## src/rtl/fetch_ctrl.sv

```systemverilog
// Fetch controller: decodes debug-UART command bytes, streams program loads into
// instruction memory and gates the program counter for run / single-step.
// Optional load watchdog enabled by defining FETCH_CTRL_TIMEOUT_EN.
module fetch_ctrl #(
  parameter int unsigned NB_MEM_WIDTH   = 8,
  parameter int unsigned NB_IMEM_DEPTH  = 8,
  parameter int unsigned TIMEOUT_CYCLES = 1000000
) (
  input  logic                     i_clock,
  input  logic                     i_reset,
  input  logic [7:0]               i_rx_data,
  input  logic                     i_rx_valid,
  input  logic                     i_halt,
  output logic                     o_write_enable,
  output logic [NB_MEM_WIDTH-1:0]  o_write_data,
  output logic [NB_IMEM_DEPTH-1:0] o_write_addr,
  output logic                     o_instru_mem_enable,
  output logic                     o_read_enable,
  output logic                     o_pc_enable,
  output logic                     o_pc_reset,
  output logic                     o_load_done,
  output logic                     o_busy,
  output logic                     o_error
);

  localparam logic [7:0] CmdLoad  = 8'h4C;
  localparam logic [7:0] CmdRun   = 8'h52;
  localparam logic [7:0] CmdStep  = 8'h53;
  localparam logic [7:0] CmdReset = 8'h58;

  typedef enum logic [2:0] {StIdle, StLoadLen, StLoadData, StRun, StStep} state_e;

  state_e                   state_q, state_d;
  logic [9:0]               cnt_q, cnt_d;
  logic [NB_IMEM_DEPTH-1:0] addr_q, addr_d;
  logic                     we_q, we_d;
  logic [NB_MEM_WIDTH-1:0]  wdata_q, wdata_d;
  logic [NB_IMEM_DEPTH-1:0] waddr_q, waddr_d;
  logic                     mem_en_q, mem_en_d;
  logic                     rd_en_q, rd_en_d;
  logic                     pc_en_q, pc_en_d;
  logic                     pc_rst_q, pc_rst_d;
  logic                     done_q, done_d;
  logic                     busy_q, busy_d;

`ifdef FETCH_CTRL_TIMEOUT_EN
  localparam int unsigned WdW = $clog2(TIMEOUT_CYCLES + 1);
  logic [WdW-1:0] wdog_q, wdog_d;
  logic           error_q, error_d;
`endif

  // Next-state and registered-output decode.
  always_comb begin
    state_d  = state_q;
    cnt_d    = cnt_q;
    addr_d   = addr_q;
    we_d     = 1'b0;
    wdata_d  = wdata_q;
    waddr_d  = waddr_q;
    mem_en_d = 1'b1;
    rd_en_d  = 1'b0;
    pc_en_d  = 1'b0;
    pc_rst_d = 1'b0;
    done_d   = 1'b0;
`ifdef FETCH_CTRL_TIMEOUT_EN
    wdog_d   = '0;
    error_d  = error_q;
`endif
    unique case (state_q)
      StIdle: begin
        if (i_rx_valid) begin
          case (i_rx_data)
            CmdLoad: begin
              state_d = StLoadLen;
`ifdef FETCH_CTRL_TIMEOUT_EN
              error_d = 1'b0;
`endif
            end
            CmdRun: begin
              state_d = StRun;
              pc_en_d = 1'b1;
              rd_en_d = 1'b1;
            end
            CmdStep: begin
              state_d = StStep;
              pc_en_d = 1'b1;
              rd_en_d = 1'b1;
            end
            CmdReset: pc_rst_d = 1'b1;
            default: ;
          endcase
        end
      end
      StLoadLen: begin
        if (i_rx_valid) begin
          cnt_d  = {i_rx_data, 2'b00};
          addr_d = '0;
          if (i_rx_data == 8'h00) begin
            state_d = StIdle;
            done_d  = 1'b1;
          end else begin
            state_d = StLoadData;
          end
        end
      end
      StLoadData: begin
        if (i_rx_valid) begin
          we_d    = 1'b1;
          wdata_d = NB_MEM_WIDTH'(i_rx_data);
          waddr_d = addr_q;
          addr_d  = addr_q + 1'b1;
          cnt_d   = cnt_q - 10'd1;
          if (cnt_q == 10'd1) begin
            state_d  = StIdle;
            done_d   = 1'b1;
            pc_rst_d = 1'b1;
          end
        end
      end
      StRun: begin
        // Halt and an 'X' byte both stop the run; halt needs no byte decode.
        if (i_halt || (i_rx_valid && i_rx_data == CmdReset)) begin
          state_d = StIdle;
        end else begin
          pc_en_d = 1'b1;
          rd_en_d = 1'b1;
        end
      end
      StStep: state_d = StIdle;
      default: state_d = StIdle;
    endcase
`ifdef FETCH_CTRL_TIMEOUT_EN
    // Watchdog counts idle cycles inside a load; expiry aborts without load_done.
    if ((state_q == StLoadLen || state_q == StLoadData) && !i_rx_valid) begin
      if (wdog_q == WdW'(TIMEOUT_CYCLES - 1)) begin
        state_d = StIdle;
        error_d = 1'b1;
      end else begin
        wdog_d = wdog_q + 1'b1;
      end
    end
`endif
    busy_d = (state_d != StIdle);
  end

  // State, counters and output registers.
  always_ff @(posedge i_clock or negedge i_reset) begin
    if (!i_reset) begin
      state_q  <= StIdle;
      cnt_q    <= '0;
      addr_q   <= '0;
      we_q     <= 1'b0;
      wdata_q  <= '0;
      waddr_q  <= '0;
      mem_en_q <= 1'b0;
      rd_en_q  <= 1'b0;
      pc_en_q  <= 1'b0;
      pc_rst_q <= 1'b0;
      done_q   <= 1'b0;
      busy_q   <= 1'b0;
    end else begin
      state_q  <= state_d;
      cnt_q    <= cnt_d;
      addr_q   <= addr_d;
      we_q     <= we_d;
      wdata_q  <= wdata_d;
      waddr_q  <= waddr_d;
      mem_en_q <= mem_en_d;
      rd_en_q  <= rd_en_d;
      pc_en_q  <= pc_en_d;
      pc_rst_q <= pc_rst_d;
      done_q   <= done_d;
      busy_q   <= busy_d;
    end
  end

`ifdef FETCH_CTRL_TIMEOUT_EN
  // Watchdog counter and sticky error flag.
  always_ff @(posedge i_clock or negedge i_reset) begin
    if (!i_reset) begin
      wdog_q  <= '0;
      error_q <= 1'b0;
    end else begin
      wdog_q  <= wdog_d;
      error_q <= error_d;
    end
  end
  assign o_error = error_q;
`else
  assign o_error = 1'b0;
`endif

  assign o_write_enable      = we_q;
  assign o_write_data        = wdata_q;
  assign o_write_addr        = waddr_q;
  assign o_instru_mem_enable = mem_en_q;
  assign o_read_enable       = rd_en_q;
  assign o_pc_enable         = pc_en_q;
  assign o_pc_reset          = pc_rst_q;
  assign o_load_done         = done_q;
  assign o_busy              = busy_q;

endmodule

```

## config.mk

```make
export PLATFORM = sky130hd
export DESIGN_NAME = fetch_ctrl
export DESIGN_NICKNAME = d
export VERILOG_FILES = /design/src/rtl/fetch_ctrl.sv
export SDC_FILE = /design/constraint.sdc
export NUM_CORES = 1
export LEC_CHECK = 0
export ABC_AREA = 1
export CAP_MARGIN = 20
export CORE_MARGIN = 3
export CORE_UTILIZATION = 39
export CTS_BUF_LIST = sky130_fd_sc_hd__clkbuf_2
export DETAILED_ROUTE_END_ITERATION = 8
export DONT_BUFFER_PORTS = 1
export PLACE_DENSITY_LB_ADDON = 0.05
export SYNTH_ARGS = -nofsm -noshare
export SYNTH_HDL_FRONTEND = slang
export SYNTH_SLANG_ARGS = --single-unit
```

## constraint.sdc

```tcl
create_clock -name i_clock -period 3.7 [get_ports i_clock]
set_clock_uncertainty 0.05 [all_clocks]
set_input_delay 1.11 -clock i_clock [delete_from_list [all_inputs] [get_ports i_clock]]
set_output_delay 1.11 -clock i_clock [all_outputs]
set_load 0.05 [all_outputs]
```

==> results.txt, run 1 <==
----------------------------------------------------
[Drt]
  Vias per inst ... 4.87
  Number of design-rule violations left by the first detailed-router iteration ... between 70 and 80
  Residual DRC ... 0
  Total detailed-routing wirelength ... 4710 um
  Detailed-route via count ... between 1500 and 2000
  Number of nets still failing antenna checks after routing ... 0
  Wire length per cell ... 13.7 um
  DRT Pass-1 Iters ... 5

[Synthesis]
  Area fraction of the dominant cell type after synthesis ... 50.4%
  Synth top area cells ... dfrtp_1, nand2_1, inv_1, nor2_1, o21ai_0
  Syn nets ... 289
  Fraction of the yosys area taken by sequential cells ... 50.4%
  Post-synthesis area per instance ... 7.80 sq um
  Gate Count Post-Synth ... 274
  Yosys top cell by area ... dfrtp_1
  Yosys warning total ... 0
  Library cells used by synthesis ... 25
  Post-Syn Area ... 2140 sq um
  Count of state elements after synthesis ... 43

[Setup path]
  Biggest fanout along the worst timing path ... 2
  Crit path kind ... reg -> out
  Startpoint of the worst setup timing path ... o_pc_enable$_DFF_PN0_
  Arrival time of data at the critical path endpoint ... ~1.3 ns
  Nature of the critical path startpoint ... register
  Endpoint class of the critical path ... output port
  Startpoint of the lowest-slack register-to-register path ... state_q[2]$_DFF_PN0_
  Data required time at the worst endpoint ... approximately 2.5 ns

[Global routing]
  Wire length of the first global-routing pass ... 8010 um
  Largest net degree at the start of global routing ... 44
  Global route overflow ... 0
  Tot GR Track Use ... 16.4%
  Initial antenna violation count ... 0
  Number of global-route vias before repair ... 1609

[Placement]
  Number of buffers inserted by port buffering ... 0
  Half-perimeter wire length after detailed placement ... about 3400 um
  Placement-stage worst setup slack ... roughly 1.1 ns
  Routability Congestion ... around 0.79

[Clock network]
  Setup Fix Bufs, Post-CTS ... 0
  Post-CTS sizing ... 0
  CTS Sinks ... 43
  Hold-fix buffers at CTS ... 0
  Max clock buf depth ... 2
  CTS root buf ... clkbuf_2
  Clock slew at reported path FFs ... roughly 0.22 ns
  TritonCTS clock tree ... yes
  Level count of the clock H-tree ... 2
  Total clock buffers created by CTS ... 5
  Clock latency at the later pin of the worst-skew pair ... 0.41 ns

[Cells and area]
  Final-layout fill cell count ... 560
  Share of cells above drive strength 1 ... around 7.0%
  Area growth from synthesis to final layout ... 2.58%
  Number of nets in the layout ... 288
  Antenna cell count ... 0

[STA]
  Fmax ... about 0.40 GHz
  PnR worst setup slack ... around 1.2 ns
  Post-route minimum period ... ~2.5 ns
  RSZ-0062 raised after global routing ... no
  Final TNS setup ... 0 ns
  Slew of the pin with the lowest slew margin ... 0.863 ns
  Number of max-slew violations in the final report ... 0
  Worst Hold Slack ... 0.302 ns
  Max-Slew Margin vs Limit ... 42.5%
  Finish-stage setup viols ... 0
  Final Hold Violating Endpoints ... 0
  Period Utilization, post-route ... between 60% and 70%

[Floorplan]
  # rows ... 26
  Initial Utilization ... 41.1%
  Die Span X ... between 80 and 90 um
  Vertical die dimension ... around 80 um
  I/O pin cnt ... 36
  Die footprint ... around 6400 sq um
  Total core area ... 5200 sq um

[Worst hold path]
  Worst min-delay path class ... in -> async

[Power]
  Leakage power total ... 1.08 nW
  Pwr Density ... 787 nW/um^2
  Peak supply drop ... 389 uV

[Flow run]
  Max cap viols ... 0

[Outcome]
  Status ... finished clean

----------------------------------------------------
## layout by cell type (no fill, tap or decap), drive strengths merged, types with 2 or more instances in the layout
cell / count
o21a: 2
nor3: 5
o21ai: 34
dfrtp: 43
nand3: 13
nor2: 32
ha: 3
inv: 32
o22ai: 2
a21oi: 10
conb: 2
clkinv: 3
nand2: 83
clkbuf: 5
## state kept, by name, summed over array words and instances, names as in the netlist
register	count
cnt_q	10
addr_q	8
o_write_addr	8
o_write_data	8
state_q	3
o_busy	1
o_instru_mem_enable	1
o_load_done	1
o_pc_enable	1
o_pc_reset	1
o_write_enable	1
## final timing paths
check | end | slack, ns | cells after the start
hold reg to reg | addr_q[6]$_DFFE_PN0P_ | 0.47 | 1
setup reg to reg | cnt_q[6]$_DFFE_PN0P_ | 1.45 | 9
min in group i_clock | addr_q[6]$_DFFE_PN0P_ | 0.47 | 1
max in group asynchronous | cnt_q[5]$_DFFE_PN0P_ | 3.20 | 0
hold / removal | cnt_q[9]$_DFFE_PN0P_ | 0.30 | 0
setup / recovery | o_pc_enable | 1.21 | 0
## cell families after synthesis
family          Yosys count  synth area share, %
buf+inv                  41                 8.90
simple gates            135                 26.1
fa+ha+maj                 3                 1.76
xor+xnor                  1                0.410
compound gates           49                 12.1
flops                    43                 50.4
other cells               2                0.351
## cells in the mapped netlist, drive strengths merged
cell type / number
buf: 8
nand3b: 1
o21a: 2
o211ai: 1
o22ai: 2
clkinv: 1
nand2: 83
ha: 3
o21ai: 34
nand4: 1
a21oi: 10
nand3: 13
dfrtp: 43
xnor2: 1
conb: 2
nor2: 32
nor3: 5
inv: 32
## power by group
group	switching, mW	leakage [nW]	internal, mW
registers	0.408	0.547	0.631
logic	0.327	0.505	0.169
clock network	0.149	0.0262	0.0400
total	0.884	1.08	0.840
## stage by stage
step	cells	total power, mW	util [%]	area (sq um)
after floorplan	274	1.45	-	2140
after global placement	336	1.55	41.5	2160
after detailed placement	336	1.55	41.5	2160
after CTS	343	1.75	42.1	2190
after global routing	343	1.88	42.1	2190
final	343	1.72	42.1	2190
## final cells by class
cell class | instances | area [sq um] | share of cell area (%)
clock buffer | 5 | 25.0 | 1.14
sequential | 43 | 1080 | 49.1
inverter | 33 | 124 | 5.65
clock inverter | 2 | 8.76 | 0.400
multi-input combinational | 190 | 871 | 39.7
tap | 70 | 87.6 | 4.00
## per-layer routing
layer  up-vias  wire length (um)  track usage [%]
li1        860                 -                -
met1       766              2300             22.7
met2        40              2050             24.3
met3         5               295             5.08
met4         0                66             5.24
met5         -                 0                0
Power figures use the tool's default switching activity.
==> inputs of run 2 (changes only) <==
clock period = 2.05 ns   (was 3.7 ns; I/O delays follow)
==> results.txt, run 2 (synthesis results as in run 1) <==
----------------------------------------------------
[Global routing]
  Largest net degree at the start of global routing ... 44 (unchanged)
  Tot GR Track Use ... 15.5% (was 16.4%)
  Number of global-route vias before repair ... 1559 (was 1609)
  Global route overflow ... 0 (unchanged)
  Initial antenna violation count ... 0 (unchanged)
  Wire length of the first global-routing pass ... 7600 um (was 8010 um)

[Drt]
  Number of nets still failing antenna checks after routing ... 0 (unchanged)
  Detailed-route via count ... 1705 (was 1671)
  Total detailed-routing wirelength ... 4620 um (was 4710 um)
  Vias per inst ... 4.86 (was 4.87)
  Residual DRC ... 0 (unchanged)
  Number of design-rule violations left by the first detailed-router iteration ... 85 (was 73)
  DRT Pass-1 Iters ... 4 (was 5)
  Wire length per cell ... 13.2 um (was 13.7 um)

[Setup path]
  Endpoint class of the critical path ... output port (unchanged)
  Biggest fanout along the worst timing path ... 2 (unchanged)
  Startpoint of the worst setup timing path ... o_write_data[6]$_DFFE_PN0P_ (was o_pc_enable$_DFF_PN0_)
  Arrival time of data at the critical path endpoint ... 1.10 ns (was 1.33 ns)
  Nature of the critical path startpoint ... register (unchanged)
  Data required time at the worst endpoint ... 1.38 ns (was 2.54 ns)
  Crit path kind ... reg -> out (unchanged)
  Startpoint of the lowest-slack register-to-register path ... state_q[2]$_DFF_PN0_ (unchanged)

[STA]
  Post-route minimum period ... 1.77 ns
  Period Utilization, post-route ... between 80% and 90%
  Number of max-slew violations in the final report ... 0 (unchanged)
  Slew of the pin with the lowest slew margin ... 0.501 ns (was 0.863 ns)
  Fmax ... roughly 0.57 GHz
  Final TNS setup ... 0 ns (unchanged)
  Finish-stage setup viols ... 0 (unchanged)
  Max-Slew Margin vs Limit ... 66.6% (was 42.5%)
  Final Hold Violating Endpoints ... 0 (unchanged)
  RSZ-0062 raised after global routing ... no (unchanged)

[Floorplan]
  I/O pin cnt ... 36 (unchanged)
  Die footprint ... 6400 sq um (unchanged)
  Vertical die dimension ... 80.0 um (unchanged)
  Initial Utilization ... 41.1% (unchanged)
  Total core area ... 5200 sq um (unchanged)
  Die Span X ... 80.0 um (unchanged)
  # rows ... 26 (unchanged)

[Placement]
  Routability Congestion ... 0.823 (was 0.789)
  Half-perimeter wire length after detailed placement ... 3380 um (was 3350 um)
  Number of buffers inserted by port buffering ... 0 (unchanged)

[Clock network]
  Clock latency at the later pin of the worst-skew pair ... 0.40 ns (was 0.41 ns)
  Total clock buffers created by CTS ... 5 (unchanged)
  CTS root buf ... clkbuf_2 (unchanged)
  Clock slew at reported path FFs ... 0.21 ns (was 0.22 ns)
  Max clock buf depth ... 2 (unchanged)
  Post-CTS sizing ... 0 (unchanged)
  Level count of the clock H-tree ... 2 (unchanged)
  CTS Sinks ... 43 (unchanged)
  TritonCTS clock tree ... yes (unchanged)

[Cells and area]
  Core occupancy in the finished layout ... 44.6% (was 42.1%)
  Commonest cells after routing, fill and taps aside ... nand2_1, dfrtp_1, inv_1 (unchanged)
  Number of nets in the layout ... 295 (was 288)
  Final-layout fill cell count ... 526 (was 560)
  Share of cells above drive strength 1 ... 9.61% (was 6.96%)
  Antenna cell count ... 0 (unchanged)
  Commonest non-fill, non-tap cell in the layout ... nand2_1 (unchanged)
  Register with the most flip-flops ... cnt_q (unchanged)
  Largest register FFs ... 10 (unchanged)
  Area growth from synthesis to final layout ... 8.72% (was 2.58%)

[Power]
  Pwr Density ... 1480 nW/um^2 (was 787 nW/um^2)
  Leakage power total ... 1.15 nW (was 1.08 nW)
  Peak supply drop ... 705 uV (was 389 uV)

[Worst hold path]
  Source of the worst hold timing path ... i_rx_data[2]
  Worst min-delay path class ... in -> reg (was in -> async)

[Flow run]
  Max cap viols ... 0 (unchanged)

[Outcome]
  Status ... finished clean (unchanged)

----------------------------------------------------
-- run 2: layout make-up --
| type | count | area (sq um) | area share, % |
|---|---|---|---|
| Sequential cell | 43 | 1080 | 46.3 |
| Multi-Input combinational cell | 190 | 871 | 37.5 |
| Inverter | 33 | 124 | 5.33 |
| Tap cell | 70 | 87.6 | 3.77 |
| Timing Repair Buffer | 7 | 75.1 | 3.23 |
| Clock inverter | 2 | 60.1 | 2.58 |
| Clock buffer | 6 | 30.0 | 1.29 |
-- run 2: final timing paths --
path	cells past startpoint	to	slack, ns
max reg2reg	8	cnt_q[2]$_DFFE_PN0P_	0.48
max in group asynchronous	2	state_q[1]$_DFF_PN0_	1.11
min reg2reg	2	cnt_q[7]$_DFFE_PN0P_	0.47
min in group asynchronous	2	o_write_data[0]$_DFFE_PN0P_	0.63
min	2	o_write_data[2]$_DFFE_PN0P_	0.28
max	0	o_write_data[6]	0.28
-- run 2: power by group --
| group | leakage (nW) | switching [mW] | internal [mW] | total [mW] |
|---|---|---|---|---|
| clock | 0.0532 | 0.264 | 0.334 | 0.598 |
| combinational | 0.546 | 0.619 | 0.343 | 0.962 |
| sequential | 0.547 | 0.732 | 1.14 | 1.87 |
| total | 1.15 | 1.61 | 1.82 | 3.43 |
-- run 2: layer usage --
metal | wire length (um) | GRT usage (%) | vias to the layer above
li1 | - | - | 873
met1 | 2340 | 21.6 | 781
met2 | 1940 | 23.2 | 44
met3 | 292 | 4.74 | 7
met4 | 53 | 4.22 | 0
met5 | 0 | 0 | -
-- run 2: what timing repair did --
item                                    in CTS  in global routing
hold buffers                                 2                  0
endpoints found under the setup margin       0                  0
endpoints found under the hold margin       43                  0
setup buffers                                0                  0
-- run 2: metrics by stage --
stage / instance area (sq um) / setup slack [ns] / power [mW] / cells / hold slack [ns]
after floorplan: 2140 / 0.499 / 2.62 / 274 / 0.269
after global routing: 2320 / 0.198 / 3.72 / 351 / 0.222
after CTS: 2320 / 0.239 / 3.48 / 351 / 0.248
final: 2320 / 0.281 / 3.43 / 351 / 0.283
after detailed placement: 2200 / 0.332 / 2.84 / 341 / 0.270
after global placement: 2200 / 0.369 / 2.84 / 341 / 0.270
==> inputs of run 3 (changes only) <==
DONT_BUFFER_PORTS = unset   (was 1)
PLACE_DENSITY = 0.73   (was unset)
PLACE_DENSITY_LB_ADDON = unset   (was 0.05)
==> results.txt, run 3 (synthesis results as in run 1) <==
----------------------------------------------------
[Power]
  Internal Dissipation ... 1.80 mW (was 1.82 mW)
  Switching power as a share of total power ... 48.0% (was 47.1%)
  Switch Pwr ... 1.66 mW (was 1.61 mW)
  Peak supply drop ... 761 uV (was 705 uV)
  Combinational share of power ... 51.0% (was 28.0%)
  Pwr Density ... 1330 nW/um^2 (was 1480 nW/um^2)
  Register share of total power ... 39.2% (was 54.5%)
  Leakage power total ... 1.31 nW (was 1.15 nW)
  Clock group share of total power ... 9.9% (was 17.4%)

[Placement]
  Placed Cells incl. Taps ... 381 (was 341)
  Number of buffers inserted by port buffering ... 34 (was 0)
  Half-perimeter wire length after detailed placement ... 3490 um (was 3380 um)
  Routability Congestion ... 0.861 (was 0.823)

[Setup path]
  Reg2reg path depth ... 9 (was 8)
  Startpoint of the worst setup timing path ... i_rx_valid (was o_write_data[6]$_DFFE_PN0P_)
  Flop2flop setup slack ... 0.54 ns (was 0.48 ns)
  Arrival time of data at the critical path endpoint ... 1.95 ns (was 1.10 ns)
  Biggest fanout along the worst timing path ... 6 (was 2)
  Crit path kind ... in -> reg (was reg -> out)
  Startpoint of the lowest-slack register-to-register path ... state_q[2]$_DFF_PN0_ (unchanged)
  Nature of the critical path startpoint ... input pin (was register)
  Data required time at the worst endpoint ... 2.30 ns (was 1.38 ns)
  Endpoint class of the critical path ... register (was output port)

[Global routing]
  Initial antenna violation count ... 0 (unchanged)
  Number of global-route vias before repair ... 1807 (was 1559)
  Wire length of the first global-routing pass ... 8160 um (was 7600 um)
  Tot GR Track Use ... 16.4% (was 15.5%)
  Global route overflow ... 0 (unchanged)
  Largest net degree at the start of global routing ... 44 (unchanged)

[Clock network]
  Clock latency at the later pin of the worst-skew pair ... 0.39 ns (was 0.40 ns)
  Clock slew at reported path FFs ... 0.19 ns (was 0.21 ns)
  Level count of the clock H-tree ... 2 (unchanged)
  Total clock buffers created by CTS ... 5 (unchanged)
  Post-CTS sizing ... 0 (unchanged)
  CTS root buf ... clkbuf_2 (unchanged)
  TritonCTS clock tree ... yes (unchanged)
  Hold-fix buffers at CTS ... 0 (was 2)
  Setup Fix Bufs, Post-CTS ... 0 (unchanged)
  Max clock buf depth ... 2 (unchanged)
  CTS Sinks ... 43 (unchanged)

[Drt]
  Total detailed-routing wirelength ... 4610 um (was 4620 um)
  Detailed-route via count ... 1860 (was 1705)
  Number of nets still failing antenna checks after routing ... 0 (unchanged)
  Vias per inst ... 4.78 (was 4.86)
  Number of design-rule violations left by the first detailed-router iteration ... 81 (was 85)
  Wire length per cell ... 11.8 um (was 13.2 um)
  Residual DRC ... 0 (unchanged)
  DRT Pass-1 Iters ... 4 (unchanged)

[Floorplan]
  Die Span X ... 80.0 um (unchanged)
  Die footprint ... 6400 sq um (unchanged)
  # rows ... 26 (unchanged)
  Total core area ... 5200 sq um (unchanged)
  I/O pin cnt ... 36 (unchanged)
  Initial Utilization ... 41.1% (unchanged)
  Vertical die dimension ... 80.0 um (unchanged)

[STA]
  RSZ-0062 raised after global routing ... no (unchanged)
  Finish-stage setup viols ... 0 (unchanged)
  Worst Hold Slack ... 0.0888 ns (was 0.283 ns)
  Period Utilization, post-route ... 82.9% (was 86.3%)
  Final TNS setup ... 0 ns (unchanged)
  Final Hold Violating Endpoints ... 0 (unchanged)
  Fmax ... 0.589 GHz (was 0.565 GHz)
  Post-route minimum period ... 1.70 ns (was 1.77 ns)
  Number of max-slew violations in the final report ... 0 (unchanged)

[Cells and area]
  Commonest non-fill, non-tap cell in the layout ... nand2_1 (unchanged)
  Number of nets in the layout ... 333 (was 295)
  Non-filler cells, final ... 389 (was 351)
  Largest register FFs ... 10 (unchanged)
  Register with the most flip-flops ... cnt_q (unchanged)
  Area growth from synthesis to final layout ... 21.4% (was 8.72%)
  Commonest cells after routing, fill and taps aside ... nand2_1, dfrtp_1, buf_4 (was nand2_1, dfrtp_1, inv_1)
  Share of cells above drive strength 1 ... 16.9% (was 9.61%)
  Antenna cell count ... 0 (unchanged)

[Outcome]
  Status ... finished clean (unchanged)

[Worst hold path]
  Worst min-delay path class ... in -> async (was in -> reg)

[Flow run]
  Max cap viols ... 0 (unchanged)

----------------------------------------------------
[run 3: changes by cell type in the layout (fill, tap and decap cells not counted)]
cell,previous run,this run
buf_2,0,1
clkdlybuf4s50_1,0,10
buf_12,0,3
clkinv_1,1,3
buf_4,5,31
dlygate4sd3_1,1,0
buf_16,1,0
bufinv_16,2,0
[run 3: layer usage]
layer  up-vias  GRT usage, %  part of all wire (%)
li1        948             -                     -
met1       857          21.8                    47
met2        48          26.2                    46
met3         7          3.39                   4.9
met4         0          5.91                   1.6
met5         -             0                     0
[run 3: power by group through the flow]
stage | combinational (mW) | sequential (mW) | clock, mW
floorplan | 0.785 | 1.83 | 0
global placement | 1.75 | 1.37 | 0
detailed placement | 1.78 | 1.37 | 0
CTS | 1.78 | 1.36 | 0.361
global route | 1.95 | 1.40 | 0.401
finish | 1.76 | 1.35 | 0.340
[run 3: critical path: stages]
cell and delay (ns):
clkdlybuf4s50_1 0.65, nand2_1 0.15, clkinv_1 0.06, nand3_1 0.09, nand2_1 0.10, nand2_1 0.05
a21oi_1 0.16, nand2_1 0.06
[run 3: metrics by stage]
step / util (%) / cell area (sq um) / total power [mW] / setup slack (ns)
final: 49.8 / 2590 / 3.45 / 0.352
after global routing: 49.8 / 2590 / 3.75 / 0.242
after CTS: 49.8 / 2590 / 3.50 / 0.318
after detailed placement: 49.1 / 2560 / 3.15 / -0.0807
after global placement: 49.1 / 2560 / 3.12 / -0.0110
after floorplan: - / 2140 / 2.62 / 0.499
[run 3: worst paths after layout]
kind | end
max | o_busy$_DFF_PN0_
min reg2reg | o_write_addr[6]$_DFFE_PN0P_
min | o_write_addr[5]$_DFFE_PN0P_
max in group asynchronous | o_write_addr[4]$_DFFE_PN0P_
max reg2reg | cnt_q[6]$_DFFE_PN0P_
min in group i_clock | o_write_addr[6]$_DFFE_PN0P_
[run 3: final cells by class]
class                   instances  area (sq um)
clock buffers                   6          30.0
clock inverters                 2          7.51
fillers                       525          2610
inverters                      33           124
multi-input cells             190           871
flip-flops and latches         43          1080
well taps                      70          87.6
repair buffers                 45           398
